--- config.mk ---
export PLATFORM = sky130hd
export DESIGN_NAME = frame_reader_module_flat
export DESIGN_NICKNAME = d
export VERILOG_FILES = /design/src/rtl/frame_reader_module_pkg.sv /design/src/rtl/frame_reader_module_if.sv /design/src/rtl/frame_reader_module_out_reg.sv /design/src/rtl/frame_reader_module.sv /design/src/flat_wrapper.sv
export SDC_FILE = /design/constraint.sdc
export NUM_CORES = 1
export LEC_CHECK = 0
export BUFFER_PORTS_ARGS = -buffer_cell sky130_fd_sc_hd__buf_2
export CAP_MARGIN = 0
export CORE_ASPECT_RATIO = 1.75
export CORE_UTILIZATION = 47
export CTS_BUF_LIST = sky130_fd_sc_hd__clkbuf_4 sky130_fd_sc_hd__clkbuf_8
export CTS_CLUSTER_DIAMETER = 60
export DETAILED_ROUTE_END_ITERATION = 10
export PLACE_DENSITY_LB_ADDON = 0.1
export SLEW_MARGIN = 25
export SYNTH_ARGS = -nofsm -noshare
export SYNTH_HDL_FRONTEND = slang
export SYNTH_HIERARCHICAL = 1
export SYNTH_SLANG_ARGS = --single-unit
--- constraint.sdc ---
create_clock -name clk -period 2.6 [get_ports clk]
set_input_delay 0.26 -clock clk [delete_from_list [all_inputs] [get_ports clk]]
set_output_delay 0.26 -clock clk [all_outputs]
set_load 0.005 [all_outputs]
--- src/rtl/frame_reader_module_pkg.sv ---
// Shared frame geometry, DDR port encodings and Bayer lane constants.
// Latency: n/a (constants and a combinational helper only).
// Backpressure: n/a.
// Contents: FRAME_* geometry, ADDR/DATA/PIXEL widths, READ_LATENCY default,
//           LANE_* byte lanes of a packed DDR word, DDR_WREN_* encodings,
//           state_t for the reader FSM, pack_pixel() lane extraction.
package frame_reader_module_pkg;

    localparam int FRAME_WIDTH  = 320;
    localparam int FRAME_HEIGHT = 240;
    localparam int FRAME_WORDS  = FRAME_WIDTH * FRAME_HEIGHT;

    localparam int ADDR_WIDTH   = 20;
    localparam int DATA_WIDTH   = 32;
    localparam int PIXEL_WIDTH  = 24;
    localparam int READ_LATENCY = 2;

    // Byte lanes of one stored word: {B, G2, R, G1} from msb to lsb.
    localparam int LANE_G1 = 0;
    localparam int LANE_R  = 1;
    localparam int LANE_G2 = 2;
    localparam int LANE_B  = 3;

    // Shared DDR write-enable encoding: high means read / bus released.
    localparam logic DDR_WREN_READ  = 1'b1;
    localparam logic DDR_WREN_WRITE = 1'b0;

    typedef enum logic [2:0] {
        ST_IDLE,
        ST_ISSUE,
        ST_WAIT,
        ST_HOLD,
        ST_DONE
    } state_t;

    // Output pixel keeps {B, R, G1}; the second green sample is dropped,
    // matching the packing used on the capture side.
    function automatic logic [PIXEL_WIDTH-1:0] pack_pixel(input logic [DATA_WIDTH-1:0] word);
        return {word[LANE_B*8 +: 8], word[LANE_R*8 +: 8], word[LANE_G1*8 +: 8]};
    endfunction

endpackage

--- src/rtl/frame_reader_module_if.sv ---
// DDR read port plus pixel stream bundle between the frame reader and its peers.
// Latency: n/a (wiring only).
// Backpressure: pixel stream is valid/ready; DDR side has no handshake of its own.
// master: reader side (drives ddr_addr/ddr_wren and pixel_data/valid/last).
// slave : memory/consumer side (drives data_read and pixel_ready).
interface frame_reader_module_if
    import frame_reader_module_pkg::*;
#(
    parameter int AW = ADDR_WIDTH,
    parameter int DW = DATA_WIDTH,
    parameter int PW = PIXEL_WIDTH
);
    logic [AW-1:0] ddr_addr;
    logic          ddr_wren;
    logic [DW-1:0] data_read;
    logic [PW-1:0] pixel_data;
    logic          pixel_valid;
    logic          pixel_ready;
    logic          pixel_last;

    modport master (
        output ddr_addr,
        output ddr_wren,
        input  data_read,
        output pixel_data,
        output pixel_valid,
        input  pixel_ready,
        output pixel_last
    );

    modport slave (
        input  ddr_addr,
        input  ddr_wren,
        output data_read,
        input  pixel_data,
        input  pixel_valid,
        output pixel_ready,
        input  pixel_last
    );
endinterface

--- src/rtl/frame_reader_module_out_reg.sv ---
// Pixel output holding register with valid/last flags.
// Latency: load appears on the outputs one unpaused cycle later.
// Backpressure: data/valid/last held while valid && !ready; nothing moves while paused.
// Ports: clk/reset/pause; load/load_data/load_last capture a pixel; clear drops
//        valid/last (abort); ready from consumer; data/valid/last out; accept
//        pulses combinationally when a transfer completes on this cycle.
module frame_reader_out_reg #(
    parameter int WIDTH = 24
) (
    input  logic             clk,
    input  logic             reset,
    input  logic             pause,
    input  logic             load,
    input  logic [WIDTH-1:0] load_data,
    input  logic             load_last,
    input  logic             clear,
    input  logic             ready,
    output logic [WIDTH-1:0] data,
    output logic             valid,
    output logic             last,
    output logic             accept
);

    // A paused cycle never completes a transfer, whatever ready says.
    assign accept = valid && ready && !pause;

    always_ff @(posedge clk) begin
        if (reset) begin
            data  <= '0;
            valid <= 1'b0;
            last  <= 1'b0;
        end else if (!pause) begin
            if (clear) begin
                valid <= 1'b0;
                last  <= 1'b0;
            end else if (load) begin
                data  <= load_data;
                valid <= 1'b1;
                last  <= load_last;
            end else if (accept) begin
                // data is left as-is; only the flags drop.
                valid <= 1'b0;
                last  <= 1'b0;
            end
        end
    end

endmodule

--- src/rtl/frame_reader_module.sv ---
// Streams one stored Bayer-packed frame from DDR as a valid/ready pixel stream.
// Latency: first pixel READ_LATENCY+2 cycles after enable; then one per READ_LATENCY+2 with ready high.
// Backpressure: one read outstanding; next fetch waits for the held pixel to be accepted; pause freezes all.
// Ports: clk, reset (sync, active high), pause (freeze), frame_read_enable (level),
//        data_read_offset (frame base, sampled at start), bus (DDR read port +
//        pixel stream), frame_read_in_progress, frame_read_done, word_count.
module frame_reader_module #(
    parameter int FRAME_WORDS  = frame_reader_module_pkg::FRAME_WORDS,
    parameter int ADDR_WIDTH   = frame_reader_module_pkg::ADDR_WIDTH,
    parameter int READ_LATENCY = frame_reader_module_pkg::READ_LATENCY
) (
    input  logic                  clk,
    input  logic                  reset,
    input  logic                  pause,
    input  logic                  frame_read_enable,
    input  logic [ADDR_WIDTH-1:0] data_read_offset,
    frame_reader_module_if.master bus,
    output logic                  frame_read_in_progress,
    output logic                  frame_read_done,
    output logic [ADDR_WIDTH-1:0] word_count
);
    import frame_reader_module_pkg::*;

    localparam int CNT_W = (READ_LATENCY < 2) ? 1 : $clog2(READ_LATENCY + 1);
    localparam logic [ADDR_WIDTH-1:0] LAST_IDX = ADDR_WIDTH'(FRAME_WORDS - 1);
    localparam logic [CNT_W-1:0]      LAT_INIT = CNT_W'(READ_LATENCY);

    state_t                state_q, state_d;
    logic [ADDR_WIDTH-1:0] base_q, base_d;
    logic [ADDR_WIDTH-1:0] addr_q, addr_d;
    logic [ADDR_WIDTH-1:0] wc_q, wc_d;
    logic [CNT_W-1:0]      cnt_q, cnt_d;
    logic                  inprog_q, inprog_d;
    logic                  done_q, done_d;

    logic                  abort;
    logic                  load;
    logic                  clear;
    logic                  accept;
    logic [PIXEL_WIDTH-1:0] pix_data;
    logic                  pix_valid;
    logic                  pix_last;

    // State and datapath registers; everything holds while paused.
    always_ff @(posedge clk) begin
        if (reset) begin
            state_q  <= ST_IDLE;
            base_q   <= '0;
            addr_q   <= '0;
            wc_q     <= '0;
            cnt_q    <= '0;
            inprog_q <= 1'b0;
            done_q   <= 1'b0;
        end else if (!pause) begin
            state_q  <= state_d;
            base_q   <= base_d;
            addr_q   <= addr_d;
            wc_q     <= wc_d;
            cnt_q    <= cnt_d;
            inprog_q <= inprog_d;
            done_q   <= done_d;
        end
    end

    // Dropping enable mid-frame wins over any pending capture or accept, so
    // an in-flight read simply never gets loaded.
    assign abort = !frame_read_enable &&
                   (state_q == ST_ISSUE || state_q == ST_WAIT || state_q == ST_HOLD);

    always_comb begin
        state_d  = state_q;
        base_d   = base_q;
        addr_d   = addr_q;
        wc_d     = wc_q;
        cnt_d    = cnt_q;
        inprog_d = inprog_q;
        done_d   = done_q;
        load     = 1'b0;
        clear    = 1'b0;

        if (abort) begin
            state_d  = ST_IDLE;
            clear    = 1'b1;
            addr_d   = '0;
            wc_d     = '0;
            inprog_d = 1'b0;
            done_d   = 1'b0;
        end else begin
            unique case (state_q)
                ST_IDLE: begin
                    if (frame_read_enable) begin
                        base_d   = data_read_offset;
                        wc_d     = '0;
                        inprog_d = 1'b1;
                        state_d  = ST_ISSUE;
                    end
                end
                ST_ISSUE: begin
                    // Sum wraps at the address width by construction.
                    addr_d  = base_q + wc_q;
                    cnt_d   = LAT_INIT;
                    state_d = ST_WAIT;
                end
                ST_WAIT: begin
                    if (cnt_q == CNT_W'(1)) begin
                        load    = 1'b1;
                        state_d = ST_HOLD;
                    end else begin
                        cnt_d = cnt_q - CNT_W'(1);
                    end
                end
                ST_HOLD: begin
                    if (accept) begin
                        if (pix_last) begin
                            done_d   = 1'b1;
                            inprog_d = 1'b0;
                            addr_d   = '0;
                            state_d  = ST_DONE;
                        end else begin
                            wc_d    = wc_q + ADDR_WIDTH'(1);
                            state_d = ST_ISSUE;
                        end
                    end
                end
                ST_DONE: begin
                    if (!frame_read_enable) begin
                        done_d  = 1'b0;
                        state_d = ST_IDLE;
                    end
                end
                default: begin
                    state_d = ST_IDLE;
                end
            endcase
        end
    end

    frame_reader_out_reg #(
        .WIDTH (PIXEL_WIDTH)
    ) u_out_reg (
        .clk       (clk),
        .reset     (reset),
        .pause     (pause),
        .load      (load),
        .load_data (pack_pixel(bus.data_read)),
        .load_last (wc_q == LAST_IDX),
        .clear     (clear),
        .ready     (bus.pixel_ready),
        .data      (pix_data),
        .valid     (pix_valid),
        .last      (pix_last),
        .accept    (accept)
    );

    assign bus.ddr_addr    = addr_q;
    assign bus.ddr_wren    = DDR_WREN_READ;
    assign bus.pixel_data  = pix_data;
    assign bus.pixel_valid = pix_valid;
    assign bus.pixel_last  = pix_last;

    assign frame_read_in_progress = inprog_q;
    assign frame_read_done        = done_q;
    assign word_count             = wc_q;

endmodule
--- src/flat_wrapper.sv ---
// flat-port wrapper written by rule: the top's interface ports become plain ports
module frame_reader_module_flat import frame_reader_module_pkg::*;
#(
    parameter int FRAME_WORDS  = frame_reader_module_pkg::FRAME_WORDS,
    parameter int ADDR_WIDTH   = frame_reader_module_pkg::ADDR_WIDTH,
    parameter int READ_LATENCY = frame_reader_module_pkg::READ_LATENCY
)
  (clk, reset, pause, frame_read_enable, data_read_offset, frame_read_in_progress, frame_read_done, word_count, bus_ddr_addr, bus_ddr_wren, bus_data_read, bus_pixel_data, bus_pixel_valid, bus_pixel_ready, bus_pixel_last);
  frame_reader_module_if bus_i ();
  input  logic clk;
  input  logic reset;
  input  logic pause;
  input  logic frame_read_enable;
  input  logic [ADDR_WIDTH-1:0] data_read_offset;
  output logic frame_read_in_progress;
  output logic frame_read_done;
  output logic [ADDR_WIDTH-1:0] word_count;
  output wire logic [$bits(bus_i.ddr_addr)-1:0] bus_ddr_addr;
  output wire logic [$bits(bus_i.ddr_wren)-1:0] bus_ddr_wren;
  input wire logic [$bits(bus_i.data_read)-1:0] bus_data_read;
  output wire logic [$bits(bus_i.pixel_data)-1:0] bus_pixel_data;
  output wire logic [$bits(bus_i.pixel_valid)-1:0] bus_pixel_valid;
  input wire logic [$bits(bus_i.pixel_ready)-1:0] bus_pixel_ready;
  output wire logic [$bits(bus_i.pixel_last)-1:0] bus_pixel_last;
  assign bus_ddr_addr = bus_i.ddr_addr;
  assign bus_ddr_wren = bus_i.ddr_wren;
  assign bus_i.data_read = bus_data_read;
  assign bus_pixel_data = bus_i.pixel_data;
  assign bus_pixel_valid = bus_i.pixel_valid;
  assign bus_i.pixel_ready = bus_pixel_ready;
  assign bus_pixel_last = bus_i.pixel_last;
  frame_reader_module #(.FRAME_WORDS(FRAME_WORDS), .ADDR_WIDTH(ADDR_WIDTH), .READ_LATENCY(READ_LATENCY)) u_core (.clk(clk), .reset(reset), .pause(pause), .frame_read_enable(frame_read_enable), .data_read_offset(data_read_offset), .bus(bus_i), .frame_read_in_progress(frame_read_in_progress), .frame_read_done(frame_read_done), .word_count(word_count));
endmodule
**After elaboration in Yosys (flattened, before gate mapping)**

Cells that the tools add are included.
Widths: inputs -> output; s select.

- Bits in registers: 93
- Bits in latches: 0
- Bits in writable memories: 0
- Memory bits (read-only): 0
- Output and inout port bits: 69
- Memories: 0

- Add/sub/neg operators: 3
- $mul: 0
- Div/mod/pow operators: 0
- Order comparisons: 0
- Eq/ne operators: 13
- Shift-type cells: 0
- Mux-type cells: 37
- Bitwise operators: 3
- Reductions and logical operators: 22

Operators with widths:

| operator | count |
|---|---|
| $mux 20 | 7 |
| $pmux 20 s2 | 2 |
| $add 20x1->20 const B | 1 |
| $add 20x20->20 | 1 |
| $eq 20x17->1 const B | 1 |
| $reduce_and 5->1 | 4 |
| $mux 3 | 6 |
| $mux 1 | 17 |
| $ne 3x2->1 const B | 5 |
| $pmux 3 s5 | 1 |
| $reduce_and 4->1 | 3 |
| $reduce_bool 3->1 | 4 |
| $eq 3x2->1 const B | 2 |
| $pmux 1 s2 | 2 |
| $pmux 2 s2 | 1 |
| $eq 3x1->1 const B | 1 |
| $eq 3x3->1 const B | 1 |
| $logic_and 1x1->1 | 3 |
| $logic_not 3->1 | 1 |
| $ne 3x1->1 const B | 1 |
| $not 1->1 | 3 |
| $reduce_and 3->1 | 1 |
| $eq 2x1->1 const B | 1 |
| $logic_not 1->1 | 2 |
| 6 further kinds | 7 |

**Depth between registers and ports, before layout**

- Word-level depth: 7
- Gate-level depth with buffers: 9

**By module**

Netlist, hierarchy kept.

By module, submodules not included:

| module | times used | cells each | area an instance (sq um) | seq. area each (sq um) |
|---|---|---|---|---|
| frame_reader_module | 1 | 490 | 3,834.9 | 1,341.3 |
| frame_reader_out_reg | 1 | 117 | 955.9 | 520.5 |

**Worst setup path after synthesis**

Ideal clock, no wire load.

- Path type: reg-to-reg
- Start: register u_core.wc_q[0], in the netlist u_core/word_count[0]
- End: register u_core.addr_q[12], in the netlist u_core/bus.ddr_addr[12]
- Setup time: 0.131 ns
- Arrival: 2.120 ns
- Path slack: 0.349 ns
- Cell stages (with the launch flop): 9
- Buffers on the path: 0
- Clock period less this slack: 2.251 ns
- Cells stage by stage: dfxtp_1 ha_1 fa_1 a21o_1 a221o_1 a21oi_1 o21ai_0 xnor2_1 o21ai_0

- Word-level cells in the longest chain between the ends: 3

Ends and longest elaborated chain:

| element | line | RTL |
|---|---|---|
| start: declaration | frame_reader_module.sv:31 | `logic [ADDR_WIDTH-1:0] wc_q, wc_d;` |
| start signal: assignment | frame_reader_module.sv:58 | `wc_q <= wc_d;` |
| $add 20x20->20 | frame_reader_module.sv:100 | `addr_d = base_q + wc_q;` |
| $pmux 20 s2 | frame_reader_module.sv:89 | `unique case (state_q)` |
| $mux 20 | frame_reader_module.sv:81 | `if (abort) begin` |
| end signal: assignment | frame_reader_module.sv:57 | `addr_q <= addr_d;` |
| end: declaration | frame_reader_module.sv:30 | `logic [ADDR_WIDTH-1:0] addr_q, addr_d;` |

No other way between the ends.
A chain may end at the register's enable or synchronous reset.

**Final worst setup path**

Same ends and word-level chain as after synthesis.

==> results_dict.tcl <==
set metrics [dict create \
    status "finished, final reports clean" \
    cts.sinks 93 \
    synthTopCellsByArea "dfxtp_1 39%, nand2_1 10%, a21oi_1 8.5%" \
    avgRoutedWirePerCell_um 15.0 \
    cp_max_fo 4 \
    cts_max_level 3 \
    drc_errors 0 \
    io_buffer_count 116 \
    rsz0062_at_grt "no" \
    hold_path.class "in2reg" \
    hpwl_um 9690 \
    cts_setup_buffers 0 \
    gr-total-overflow 0 \
    slew_headroom_pct 43.7 \
    num_antenna_cells 0 \
    synthDominantCellAreaShare_pct 38.9 \
    setup_ws_ns 0.138 \
    drt-pass1-iter-count 4 \
    cts.reportedPaths.clkPinSlew_ns 0.09 \
    maxCapViolations 0 \
    synth_flop_cell "dfxtp_1" \
    route.final.wire_length_um 12700 \
    netlist_area_sq_mm 0.00479 \
    gp_congestion 0.840 \
    dpl_worst_slack_ns 0.195 \
    grt_util_all_layers_pct 23.9 \
    synth_nets 686 \
    grt_pass1_vias 4285 \
    dp.cells 835 \
    drive_gt1_share_pct 22.2 \
    min_period_ns 2.46 \
    grt_use_met3_pct 5.05 \
    antenna_found_initial 0 \
    design_area_sq_mm 0.00576 \
    synth-seq-cells 93 \
    fin_skew_ns 0.00908 \
    synth-edff-count 0 \
    peakVddDrop_mv 0.290 \
    via_count 4626 \
    utilization_pct 58.1 \
    arrival_ns 2.76 \
    top_usage_layer "met2" \
    die_y_um 136 \
    core-area_sq_mm 0.00991 \
    avgSynthCellArea_sq_um 7.89 \
    cts_tree "done" \
    finalCritPeriodShare_pct 94.7 \
    clk_path_buf_depth 2 \
    fin_setup_tns_ns 0 \
    cp-end-kind "flip-flop" \
    ys_seq_area_share_pct 38.9 \
    drt_iter0_markers 171 \
    finalPower_mw 2.88 \
    die_w_um 78.3 \
    fin_nets 800 \
    grt_use_met2_pct 43.8 \
    tightest_slew_ns 0.844 \
    grt_pass1_wl_um 19800 \
    fin_hold_ws_ns 0.110 \
    setup_viol 0 \
    use_met1_pct 25.4 \
    area_delta_synth_final_pct 20.2 \
    worstPathRequired_ns 2.90 \
    die_area_sq_mm 0.0106 \
    leakagePower_nw 2.45 \
    yosysUniqueCellTypes 63 \
    max_freq_mhz 406 \
    cts_hold_buffers 0 \
    initial_core_util_pct 48.3 \
    worst-setup-path-type "reg2reg" \
    synth-async-reset-ratio_pct 0 \
    cts_resized 0 \
    grt_max_degree 30 \
    clk-insertion-delay-late_ns 0.38 \
    fin_cells 851 \
    start_kind "flip-flop" \
    cts_root_buf "clkbuf_8" \
    ys_warn_count 6 \
    syn_inst 607 \
    ant_nets 0 \
    io_pins 126 \
    powerDensity_mw_per_mm2 501 \
    hold_violations 0 \
    placementRows 48 \
    yosys.area.top_type "dfxtp_1" \
    cts_buffers 9 \
    dpl-instance-area_sq_mm 0.00551 \
    vias_per_cell 5.44 \
    maxSlewViolCount 0 \
]
critical path, stage by stage (launching register included):
cell	delay [ns]
dfxtp_1	0.32
ha_1	0.22
fa_1	0.41
a21o_1	0.20
a221o_1	0.38
a21oi_1	0.39
o21ai_0	0.19
xnor2_1	0.14
o21ai_0	0.12
cell usage after synthesis, types with 3 or more instances:
| master | number |
|---|---|
| nor2_1 | 39 |
| a31oi_1 | 4 |
| o31ai_1 | 6 |
| a21o_1 | 6 |
| ha_1 | 21 |
| buf_4 | 4 |
| xor2_1 | 13 |
| nor2b_1 | 3 |
| a21oi_1 | 81 |
| inv_1 | 10 |
| xnor2_1 | 16 |
| buf_6 | 5 |
| nand3_1 | 21 |
| nor3b_1 | 7 |
| nand2_1 | 133 |
| a22oi_1 | 6 |
| and3_1 | 9 |
| o21ai_1 | 9 |
| clkbuf_1 | 18 |
| nor3_1 | 11 |
| buf_2 | 7 |
| dfxtp_1 | 93 |
| nor4_1 | 3 |
| o21ai_0 | 18 |
| nand4_1 | 11 |
| o21bai_1 | 5 |
| and4_1 | 3 |
report_power, final:
part / switching (mW) / leakage [nW] / total, mW / internal, mW
Combinational: 0.147 / 1.59 / 0.245 / 0.0988
Sequential: 0.0216 / 0.751 / 1.47 / 1.45
Clock: 0.529 / 0.112 / 1.17 / 0.641
Total: 0.697 / 2.45 / 2.88 / 2.19
layout by cell type, fill, tap and decap left out, types with 5 or more instances in the layout:
cell	netlist	layout
o21ai_0	18	18
buf_4	4	21
dfxtp_1	93	93
o21ai_1	9	9
nor2_1	39	39
nand3_1	21	21
o31ai_1	6	6
clkbuf_8	0	9
ha_1	21	21
buf_2	7	116
nand2_1	133	133
xnor2_1	16	16
nor3b_1	7	7
a22oi_1	6	6
and3_1	9	9
xor2_1	13	13
nor3_1	11	11
nand4_1	11	11
o21bai_1	5	5
inv_1	10	10
a21o_1	6	6
a21oi_1	81	81
kinds of logic after synthesis:
logic type,Yosys count,synth area share [%]
AO/OA/AOI/OAI,153,18.7
AND/OR/NAND/NOR,261,25.7
other,1,0.0783
XOR/XNOR,29,5.30
buffers and inverters,45,4.81
flip-flops,93,38.9
multiplexers,3,0.653
adder cells (fa/ha/maj),22,5.90
registers in the layout, indices dropped and copies added, names as in the netlist:
| name | flops |
|---|---|
| u_core/base_q | 20 |
| u_core/bus.ddr_addr | 20 |
| u_core/cnt_q | 2 |
| u_core/frame_read_done | 1 |
| u_core/frame_read_in_progress | 1 |
| u_core/state_q | 3 |
| u_core/u_out_reg/data | 24 |
| u_core/u_out_reg/last | 1 |
| u_core/u_out_reg/valid | 1 |
| u_core/word_count | 20 |
worst paths after layout:
path | slack [ns] | cells after the start | from | to
hold / removal | 0.11 | 3 | bus_data_read[27] | u_core/u_out_reg/data[19]
hold reg to reg | 0.44 | 2 | u_core/bus.ddr_addr[14] | u_core/bus.ddr_addr[14]
setup reg to reg | 0.14 | 8 | u_core/word_count[0] | u_core/bus.ddr_addr[12]
setup / recovery | 0.14 | 8 | u_core/word_count[0] | u_core/bus.ddr_addr[12]
area by class of cell:
type	instances	area [sq um]
multi-input combinational	469	2700
clock buffer	9	124
sequential	93	1860
timing repair buffer	138	758
fill	974	4150
tap	125	156
inverter	10	37.5
clock inverter	7	121
per-layer routing:
| layer | part of all wire, % | routed length (um) |
|---|---|---|
| met1 | 40 | 5110 |
| met2 | 52 | 6620 |
| met3 | 4.2 | 541 |
| met4 | 3.7 | 471 |
| met5 | 0 | 0 |
(Power assumes the default switching activity.)
